===== config.mk =====
export PLATFORM = sky130hd
export DESIGN_NAME = eth_tx_frame_arbiter_flat
export DESIGN_NICKNAME = d
export VERILOG_FILES = /design/src/rtl/eth_pkg.sv /design/src/rtl/eth_tx_frame_arbiter_if.sv /design/src/rtl/rr_pick.sv /design/src/rtl/eth_tx_frame_arbiter.sv /design/src/flat_wrapper.sv
export SDC_FILE = /design/constraint.sdc
export NUM_CORES = 1
export LEC_CHECK = 0
export ABC_AREA = 0
export ABC_CLOCK_PERIOD_IN_PS = 1800
export CORE_UTILIZATION = 41
export DETAILED_ROUTE_END_ITERATION = 10
export GPL_TIMING_DRIVEN = 0
export PLACE_DENSITY = 0.85
export SYNTH_ARGS = -nofsm -noshare
export SYNTH_HDL_FRONTEND = slang
export SYNTH_SLANG_ARGS = --single-unit
export TNS_END_PERCENT = 30

===== constraint.sdc =====
create_clock -name clk_125mhz -period 1.8 [get_ports clk_125mhz]
set_input_delay 0.36 -clock clk_125mhz [delete_from_list [all_inputs] [get_ports clk_125mhz]]
set_output_delay 0.36 -clock clk_125mhz [all_outputs]
set_load 0.02 [all_outputs]

===== src/rtl/eth_pkg.sv =====
// Shared Ethernet TX definitions: stream width, default frame limit and
// the frame arbiter state encoding.
package eth_pkg;

   localparam int ETH_AXIS_W        = 8;
   localparam int ETH_MAX_FRAME_LEN = 1514;

   typedef enum logic [1:0] {
      IDLE = 2'd0,
      PASS = 2'd1,
      DROP = 2'd2
   } arb_state_t;

endpackage


===== src/rtl/eth_tx_frame_arbiter_if.sv =====
// Bundle of the N source streams, the single MAC-facing stream and the
// arbiter status/debug signals.
interface eth_tx_frame_arbiter_if
   import eth_pkg::*;
#(
   parameter int N_PORTS = 2
);
   localparam int GW = $clog2(N_PORTS);

   // Every stream moves a beat only on a clock edge where valid and ready are
   // both high; a source holds data/last/user stable while valid && !ready,
   // and ready never depends combinationally on the same stream's valid.
   logic [ETH_AXIS_W*N_PORTS-1:0] s_axis_tdata;
   logic [N_PORTS-1:0]            s_axis_tvalid;
   logic [N_PORTS-1:0]            s_axis_tlast;
   logic [N_PORTS-1:0]            s_axis_tuser;
   logic [N_PORTS-1:0]            s_axis_tready;

   logic [ETH_AXIS_W-1:0]         m_axis_tdata;
   logic                          m_axis_tvalid;
   logic                          m_axis_tlast;
   logic                          m_axis_tuser;
   logic                          m_axis_tready;

   logic [GW-1:0]                 grant_idx;
   logic                          busy;
   logic                          oversize;
   arb_state_t                    dbg_state;

   modport slave (
      input  s_axis_tdata, s_axis_tvalid, s_axis_tlast, s_axis_tuser,
      input  m_axis_tready,
      output s_axis_tready,
      output m_axis_tdata, m_axis_tvalid, m_axis_tlast, m_axis_tuser,
      output grant_idx, busy, oversize, dbg_state
   );

   modport master (
      output s_axis_tdata, s_axis_tvalid, s_axis_tlast, s_axis_tuser,
      output m_axis_tready,
      input  s_axis_tready,
      input  m_axis_tdata, m_axis_tvalid, m_axis_tlast, m_axis_tuser,
      input  grant_idx, busy, oversize, dbg_state
   );

endinterface


===== src/rtl/rr_pick.sv =====
// Combinational rotating-priority picker: the first set request scanning
// upward (with wrap) from the port after i_last wins.
module rr_pick #(
   parameter int N  = 2,
   parameter int IW = $clog2(N)
) (
   input  logic [N-1:0]  i_req,
   input  logic [IW-1:0] i_last,
   output logic [IW-1:0] o_idx,
   output logic          o_valid
);

   logic [IW-1:0] w_cand;

   // Scan from the farthest offset down so the nearest requester overwrites last.
   always_comb begin
      o_idx   = '0;
      o_valid = 1'b0;
      w_cand  = '0;
      for (int k = N; k >= 1; k--) begin
         w_cand = IW'((int'(i_last) + k) % N);
         if (i_req[w_cand]) begin
            o_idx   = w_cand;
            o_valid = 1'b1;
         end
      end
   end

endmodule


===== src/rtl/eth_tx_frame_arbiter.sv =====
// Frame-level round-robin arbiter feeding the RGMII MAC TX stream; holds a
// grant for a whole frame and truncates frames longer than MAX_FRAME_LEN.
module eth_tx_frame_arbiter
   import eth_pkg::*;
#(
   parameter int N_PORTS       = 2,
   parameter int MAX_FRAME_LEN = ETH_MAX_FRAME_LEN
) (
   input  logic                  clk_125mhz,
   input  logic                  rst_n,
   eth_tx_frame_arbiter_if.slave bus
);

   localparam int GW = $clog2(N_PORTS);
   localparam int CW = $clog2(MAX_FRAME_LEN + 1);
   localparam logic [CW-1:0] LAST_CNT = CW'(MAX_FRAME_LEN - 1);
   localparam logic [GW-1:0] RST_LAST = GW'(N_PORTS - 1);

   arb_state_t            r_state;
   arb_state_t            w_next_state;
   logic [GW-1:0]         r_grant;
   logic [GW-1:0]         r_last_grant;
   logic [GW-1:0]         w_pick_idx;
   logic                  w_pick_valid;
   logic [CW-1:0]         r_byte_cnt;
   logic [ETH_AXIS_W-1:0] r_tdata;
   logic                  r_tvalid;
   logic                  r_tlast;
   logic                  r_tuser;
   logic                  r_oversize;
   logic [ETH_AXIS_W-1:0] w_sel_data;
   logic                  w_sel_valid;
   logic                  w_sel_last;
   logic                  w_sel_user;
   logic                  w_out_free;
   logic                  w_accept;
   logic                  w_at_max;
   logic [N_PORTS-1:0]    w_tready;

   rr_pick #(.N(N_PORTS)) u_pick (
      .i_req   (bus.s_axis_tvalid),
      .i_last  (r_last_grant),
      .o_idx   (w_pick_idx),
      .o_valid (w_pick_valid)
   );

   always_comb begin
      w_sel_data  = '0;
      w_sel_valid = 1'b0;
      w_sel_last  = 1'b0;
      w_sel_user  = 1'b0;
      for (int i = 0; i < N_PORTS; i++) begin
         if (r_grant == GW'(i)) begin
            w_sel_data  = bus.s_axis_tdata[ETH_AXIS_W*i +: ETH_AXIS_W];
            w_sel_valid = bus.s_axis_tvalid[i];
            w_sel_last  = bus.s_axis_tlast[i];
            w_sel_user  = bus.s_axis_tuser[i];
         end
      end
   end

   assign w_out_free = !r_tvalid || bus.m_axis_tready;
   // Beat about to be accepted is byte number MAX_FRAME_LEN of the frame.
   assign w_at_max   = (r_byte_cnt == LAST_CNT);
   assign w_accept   = w_sel_valid && (|w_tready);

   always_ff @(posedge clk_125mhz or negedge rst_n) begin
      if (!rst_n) begin
         r_state <= IDLE;
      end else begin
         r_state <= w_next_state;
      end
   end

   always_comb begin
      w_next_state = r_state;
      case (r_state)
         IDLE: if (w_pick_valid) w_next_state = PASS;
         PASS: begin
            if (w_accept) begin
               if (w_sel_last)    w_next_state = IDLE;
               else if (w_at_max) w_next_state = DROP;
            end
         end
         DROP: if (w_accept && w_sel_last) w_next_state = IDLE;
         default: w_next_state = IDLE;
      endcase
   end

   // Ready depends only on state, grant and the output register, never on tvalid.
   always_comb begin
      w_tready = '0;
      for (int i = 0; i < N_PORTS; i++) begin
         if (r_grant == GW'(i)) begin
            if (r_state == PASS)      w_tready[i] = w_out_free;
            else if (r_state == DROP) w_tready[i] = 1'b1;
         end
      end
   end

   always_ff @(posedge clk_125mhz or negedge rst_n) begin
      if (!rst_n) begin
         r_grant      <= '0;
         r_last_grant <= RST_LAST;
         r_byte_cnt   <= '0;
         r_tdata      <= '0;
         r_tvalid     <= 1'b0;
         r_tlast      <= 1'b0;
         r_tuser      <= 1'b0;
         r_oversize   <= 1'b0;
      end else begin
         r_oversize <= 1'b0;
         if (r_state == IDLE && w_pick_valid) begin
            r_grant    <= w_pick_idx;
            r_byte_cnt <= '0;
         end
         if (r_state != IDLE && w_accept && w_sel_last) begin
            r_last_grant <= r_grant;
         end
         if (r_state == PASS && w_accept) begin
            r_byte_cnt <= r_byte_cnt + CW'(1);
         end
         if (w_out_free) begin
            if (r_state == PASS && w_accept) begin
               r_tvalid   <= 1'b1;
               r_tdata    <= w_sel_data;
               r_tlast    <= w_sel_last | w_at_max;
               r_tuser    <= w_sel_last ? w_sel_user : w_at_max;
               r_oversize <= !w_sel_last && w_at_max;
            end else begin
               r_tvalid <= 1'b0;
               r_tlast  <= 1'b0;
               r_tuser  <= 1'b0;
            end
         end
      end
   end

   assign bus.s_axis_tready = w_tready;
   assign bus.m_axis_tdata  = r_tdata;
   assign bus.m_axis_tvalid = r_tvalid;
   assign bus.m_axis_tlast  = r_tlast;
   assign bus.m_axis_tuser  = r_tuser;
   assign bus.grant_idx     = r_grant;
   assign bus.busy          = (r_state != IDLE);
   assign bus.oversize      = r_oversize;
   assign bus.dbg_state     = r_state;

endmodule


===== src/flat_wrapper.sv =====
// flat-port wrapper written by rule: the top's interface ports become plain ports
module eth_tx_frame_arbiter_flat import eth_pkg::*;
#(
   parameter int N_PORTS       = 2,
   parameter int MAX_FRAME_LEN = ETH_MAX_FRAME_LEN
)
  (clk_125mhz, rst_n, bus_s_axis_tdata, bus_s_axis_tvalid, bus_s_axis_tlast, bus_s_axis_tuser, bus_m_axis_tready, bus_s_axis_tready, bus_m_axis_tdata, bus_m_axis_tvalid, bus_m_axis_tlast, bus_m_axis_tuser, bus_grant_idx, bus_busy, bus_oversize, bus_dbg_state);
  eth_tx_frame_arbiter_if #(.N_PORTS(N_PORTS)) bus_i ();
  input  logic clk_125mhz;
  input  logic rst_n;
  input wire logic [$bits(bus_i.s_axis_tdata)-1:0] bus_s_axis_tdata;
  input wire logic [$bits(bus_i.s_axis_tvalid)-1:0] bus_s_axis_tvalid;
  input wire logic [$bits(bus_i.s_axis_tlast)-1:0] bus_s_axis_tlast;
  input wire logic [$bits(bus_i.s_axis_tuser)-1:0] bus_s_axis_tuser;
  input wire logic [$bits(bus_i.m_axis_tready)-1:0] bus_m_axis_tready;
  output wire logic [$bits(bus_i.s_axis_tready)-1:0] bus_s_axis_tready;
  output wire logic [$bits(bus_i.m_axis_tdata)-1:0] bus_m_axis_tdata;
  output wire logic [$bits(bus_i.m_axis_tvalid)-1:0] bus_m_axis_tvalid;
  output wire logic [$bits(bus_i.m_axis_tlast)-1:0] bus_m_axis_tlast;
  output wire logic [$bits(bus_i.m_axis_tuser)-1:0] bus_m_axis_tuser;
  output wire logic [$bits(bus_i.grant_idx)-1:0] bus_grant_idx;
  output wire logic [$bits(bus_i.busy)-1:0] bus_busy;
  output wire logic [$bits(bus_i.oversize)-1:0] bus_oversize;
  output wire logic [$bits(bus_i.dbg_state)-1:0] bus_dbg_state;
  assign bus_i.s_axis_tdata = bus_s_axis_tdata;
  assign bus_i.s_axis_tvalid = bus_s_axis_tvalid;
  assign bus_i.s_axis_tlast = bus_s_axis_tlast;
  assign bus_i.s_axis_tuser = bus_s_axis_tuser;
  assign bus_i.m_axis_tready = bus_m_axis_tready;
  assign bus_s_axis_tready = bus_i.s_axis_tready;
  assign bus_m_axis_tdata = bus_i.m_axis_tdata;
  assign bus_m_axis_tvalid = bus_i.m_axis_tvalid;
  assign bus_m_axis_tlast = bus_i.m_axis_tlast;
  assign bus_m_axis_tuser = bus_i.m_axis_tuser;
  assign bus_grant_idx = bus_i.grant_idx;
  assign bus_busy = bus_i.busy;
  assign bus_oversize = bus_i.oversize;
  assign bus_dbg_state = bus_i.dbg_state;
  eth_tx_frame_arbiter #(.N_PORTS(N_PORTS), .MAX_FRAME_LEN(MAX_FRAME_LEN)) u_core (.clk_125mhz(clk_125mhz), .rst_n(rst_n), .bus(bus_i));
endmodule

# Word-level counts from Yosys, hierarchy flattened
# Cells that the tools add are included.
# word_totals
register_bits,27
latch_bits,0
mem_bits_rw,0
romBits,0
inputBits,25
n_memories,0
# op_classes
addsub,3
multipliers,0
div,0
n_lt_le_gt_ge,2
n_eq_ne,7
shifts,0
n_mux,30
n_bitwise,1
n_reduce_logical,16
# op_table
operator,n
11-bit two-way mux,2
1-bit two-way mux,21
11-bit by 1-bit adder with 11-bit output (second input constant),1
11-bit == test (second input constant),1
2-bit two-way mux,5
8-bit two-way mux,1
1-bit logical AND,7
2-bit by 1-bit != test with 1-bit output (second input constant),3
2-bit one-hot mux with 3 select lines,1
1-bit by 2-bit less-than comparator with 1-bit output (second input constant),2
4-bit AND reduction,1
2-bit nonzero test,2
3-bit by 1-bit != test with 1-bit output (second input constant),1
1-bit adder (second input constant),2
2-bit by 1-bit == test with 1-bit output (second input constant),1
2-bit == test (second input constant),1
1-bit zero test,2
2-bit zero test,1
2-bit AND reduction,1
2-bit OR reduction,1
1-bit logical OR,1
1-bit bitwise OR,1

# Logic depth before layout (Yosys ltp)
# logic_depth
ltp_word,9
ltp_mapped,6

# Cells and area by module
# From an unflattened synthesis, not the netlist that was laid out.
# unflattened
hier_cells,140
area_unflattened_um2,1402.6
# by_module_without_submodules
module,n_inst,cells_each,area_each_um2
eth_tx_frame_arbiter,1,138,1388.8
rr_pick,1,2,13.8

# Worst setup path before layout
# Ideal clock, no wire load.
# synth_timing
kind,flip-flop to flip-flop
startpoint,"register u_core.r_state[0], in the netlist u_core.bus.dbg_state[0]"
endpoint,register u_core.r_byte_cnt[5]
setup_ns,0.118
t_arrival_ns,1.702
t_required_ns,1.682
slack_ns,-0.020
stages_incl_launch_ff,5
path_buffers,0
synth_period_minus_slack_ns,1.820
cell_sequence,dfrtp_1 > or2b_1 > nor3_2 > mux2_1 > a21o_1
# synth_between
elab_chain_cells,8
# synth_rtl
element,line,rtl
start: declaration,eth_tx_frame_arbiter.sv:19,arb_state_t r_state;
start signal: assignment,eth_tx_frame_arbiter.sv:71,r_state <= w_next_state;
2-bit == test,eth_tx_frame_arbiter.sv:96,else if (r_state == DROP) w_tready[i] = 1'b1;
1-bit two-way mux,eth_tx_frame_arbiter.sv:96,
1-bit two-way mux,eth_tx_frame_arbiter.sv:95,if (r_state == PASS) w_tready[i] = w_out_free;
1-bit two-way mux,eth_tx_frame_arbiter.sv:94,if (r_grant == GW'(i)) begin
2-bit OR reduction,eth_tx_frame_arbiter.sv:65,assign w_accept = w_sel_valid && (|w_tready);
1-bit logical AND,eth_tx_frame_arbiter.sv:65,
1-bit logical AND,eth_tx_frame_arbiter.sv:120,if (r_state == PASS && w_accept) begin
11-bit two-way mux or 2-bit nonzero test (tied branches),-,
end signal: assignment,eth_tx_frame_arbiter.sv:121,r_byte_cnt <= r_byte_cnt + CW'(1);
end: declaration,eth_tx_frame_arbiter.sv:25,logic [CW-1:0] r_byte_cnt;
# Parallel ways exist; a longest one is shown, timed or not.
# A chain may end at the register's enable or synchronous reset.

# Final worst setup path
# layout_timing
startpoint,"register u_core.r_state[1], in the netlist u_core.bus.dbg_state[1]"
endpoint,output bus_s_axis_tready[0]
# layout_between
elab_chain_cells,4
# layout_rtl
element,line,rtl
2-bit == test,eth_tx_frame_arbiter.sv:96,
1-bit two-way mux,eth_tx_frame_arbiter.sv:96,
1-bit two-way mux (*),eth_tx_frame_arbiter.sv:95,
1-bit two-way mux (*),eth_tx_frame_arbiter.sv:94,
end: declaration,flat_wrapper.sv:16,output wire logic [$bits(bus_i.s_axis_tready)-1:0] bus_s_axis_tready;
# Every way passes the cells marked *; elsewhere a longest branch is shown, timed or not.

==> summary.txt <==
Status
  • Status: finished with violations
  • Failing checks: negative setup slack

STA
  • Clk_skew: roughly 0.0074 ns
  • Final setup viols: 3
  • Worst-Margin Slew: about 1.2 ns
  • Fin crit period: 1.86 ns
  • Max-Slew Margin vs Limit: a little over a fifth
  • Period utilization: 103%
  • Worst hold margin: just under 0.5 ns
  • Worst setup slack after layout: -0.0588 ns
  • Hold Fails Final Rpt: 0
  • Max frequency: between 0.5 and 0.6 GHz
  • RSZ-0062 raised after global routing: true
  • Max Slew Vio Count: 0

Logic synthesis
  • Mapped Area: approximately 0.0014 sq mm
  • Sequential share of the synthesized area: 48.9%
  • YS warnings: 0
  • Syn avg cell area: slightly below 10 sq um
  • Syn Inst Count: 140
  • EDFF count, synth: 0
  • Synth Flop Type: dfrtp_1
  • Mapped Nets: 167
  • Synthesis-stage register bit count: 27
  • Post-synth ARST share: 100%
  • Netlist cell types: 34

Clocking
  • Clock Pin Slew Worst Setup and Hold Paths: around 0.13 ns
  • TritonCTS Buffers: 3
  • CTS sink cnt: 27
  • Root Buffer: clkbuf_4
  • Clock buffer depth: 2
  • CTS tree: built
  • Skew-Pair Late Insertion Delay: about 0.32 ns
  • H-tree levels: 1

Placement
  • PortBufs: between 40 and 50
  • GP Congestion: 0.857
  • Placed Instances: between 200 and 250
  • Final HPWL DP: around 2300 um

Detailed routing
  • DR pass1 iterations: 4
  • Initial DRC Count: 79
  • WL/cell: around 14 um
  • Drt total wl: 3280 um
  • Via density: roughly 5.3
  • Vias: between 1000 and 1500
  • Detail Route Antenna Nets: 0
  • DRC errors left: 0

GRT
  • Largest net degree at the start of global routing: 28
  • Global-route wire length before repair: approximately 5100 um
  • Initial antenna violation count: 0
  • Vias in the first global route: 1196
  • Total gr overflow: 0
  • GRT Util Overall: about 19%

Cells and area
  • Area Overhead vs Synth: 44.3%
  • Most frequent cells in the layout: clkdlybuf4s50_1 (37), dfrtp_1 (26), nand2_1 (20)
  • Commonest non-fill, non-tap cell in the layout: clkdlybuf4s50_1
  • Final net count: approximately 220
  • Non-Filler Instances: between 200 and 250
  • Layout cells sized above 1: 15.2%
  • Fillers: between 200 and 250
  • Antenna Cells: 0

Worst setup path
  • Type of element capturing the critical path: output pin
  • Crit path kind: flip-flop to output pin
  • Critical Path AT: roughly 1.5 ns
  • Worst-path maximum fanout: 4
  • WP data required: 1.44 ns
  • Startpoint Class: flip-flop

Power and ir drop
  • Maximum vdd drop: roughly 0.00049 V
  • Leak Pwr: around 0.92 nW
  • Pwr/cell area: between 1000 and 1500 mW/mm^2

Floorplanning
  • Die height: about 60 um
  • Row count: 20
  • Die area: about 0.0036 sq mm
  • Die W: ~60 um
  • I/O pins: 43
  • Initial Utilization: between 40 and 50%
  • Core area: roughly 0.0031 sq mm

Min path
  • Worst hold-check path type: flip-flop to flip-flop

Flow run
  • Maxcap violations: 0
[critical path: stages (launching register included)]
cell and delay, ns:
dfrtp_1 0.43, or2b_4 0.30, o21ai_4 0.16, nor2b_4 0.17
buf_6 0.12
[stage by stage]
step | setup slack [ns] | power (W) | area (sq um) | utilization, % | setup TNS (ns)
floorplan | -0.0000656 | 0.00177 | 1390 | - | -0.000105
global placement | -0.673 | 0.00230 | 1870 | 59.6 | -6.70
detailed placement | -0.747 | 0.00234 | 1870 | 59.6 | -7.55
CTS | -0.0353 | 0.00273 | 1980 | 63.4 | -0.0438
global route | -0.116 | 0.00294 | 2000 | 63.8 | -0.381
finish | -0.0588 | 0.00276 | 2000 | 63.8 | -0.115
[per-layer routing]
metal / vias to the layer above / share of wire, % / track usage [%]
li1: 601 / - / -
met1: 600 / 42 / 21.5
met2: 31 / 53 / 35.7
met3: 4 / 3.3 / 1.95
met4: 0 / 1.7 / 9.63
met5: - / 0 / 0
[power by group]
part	switching, W	total [W]	internal, W	leakage [nW]
logic	0.000818	0.00159	0.000773	0.551
registers	0.000114	0.000904	0.000790	0.350
clock network	0.000175	0.000262	0.0000869	0.0150
[cells by family (layout without fill, tap and decap cells)]
family	after synthesis	count (layout)	synth area share, %
AND/OR/NAND/NOR	53	53	19.7
AO/OA/AOI/OAI	29	29	12.5
flip-flops	27	27	48.9
multiplexers	18	18	13.3
buffers and inverters	11	62	3.80
adder cells (fa/ha/maj)	2	2	1.81
[cell type report]
class                           instances  area [sq um]  area share (%)
Multi-Input combinational cell        102           704            35.3
Sequential cell                        27           677            33.9
Timing Repair Buffer                   47           465            23.3
Tap cell                               44          55.1            2.76
Buffer                                  7          53.8            2.69
Clock buffer                            4          26.3            1.32
Inverter                                4          15.0           0.752
[synth_stat cells (3+ instances only)]
library cell / count / area share (%)
and3_1: 3 / 1.4
nand2b_1: 4 / 1.8
clkbuf_1: 5 / 1.4
nand2_1: 20 / 5.4
o21ai_0: 14 / 5.1
mux2i_1: 15 / 11
a21oi_1: 5 / 1.8
nor2_1: 5 / 1.4
dfrtp_1: 26 / 47
nand3_1: 6 / 2.2
a31oi_1: 3 / 1.4
inv_1: 4 / 1.1
[state kept, by name, summed over array words and instances, names as in the netlist]
register,cells
u_core.bus.dbg_state,2
u_core.bus.m_axis_tuser,1
u_core.bus.m_axis_tlast,1
u_core.bus.oversize,1
u_core.bus.m_axis_tvalid,1
u_core.r_last_grant,1
u_core.bus.m_axis_tdata,8
u_core.r_byte_cnt,11
u_core.bus.grant_idx,1
[path summary, 6_finish.rpt]
kind	to	cells after the start	slack, ns	startpoint
max in group asynchronous	u_core.r_byte_cnt[1]	1	0.45	rst_n
worst max register to register	u_core.r_byte_cnt[10]	6	-0.02	u_core.bus.grant_idx
worst max-delay path	bus_s_axis_tready[0]	4	-0.06	u_core.bus.dbg_state[1]
worst min register to register	u_core.bus.m_axis_tlast	1	0.50	u_core.bus.m_axis_tlast
min in group asynchronous	u_core.r_byte_cnt[4]	1	0.65	rst_n
worst min-delay path	u_core.bus.m_axis_tlast	1	0.50	u_core.bus.m_axis_tlast
[repair_timing]
| item | in CTS | in global routing |
|---|---|---|
| resized for setup | 28 | 8 |
| hold buffers | 0 | 0 |
| setup endpoints to repair | 12 | 18 |
| endpoints found under the hold margin | 0 | 0 |
| setup buffers | 5 | 0 |
Power figures use the tool's default switching activity.
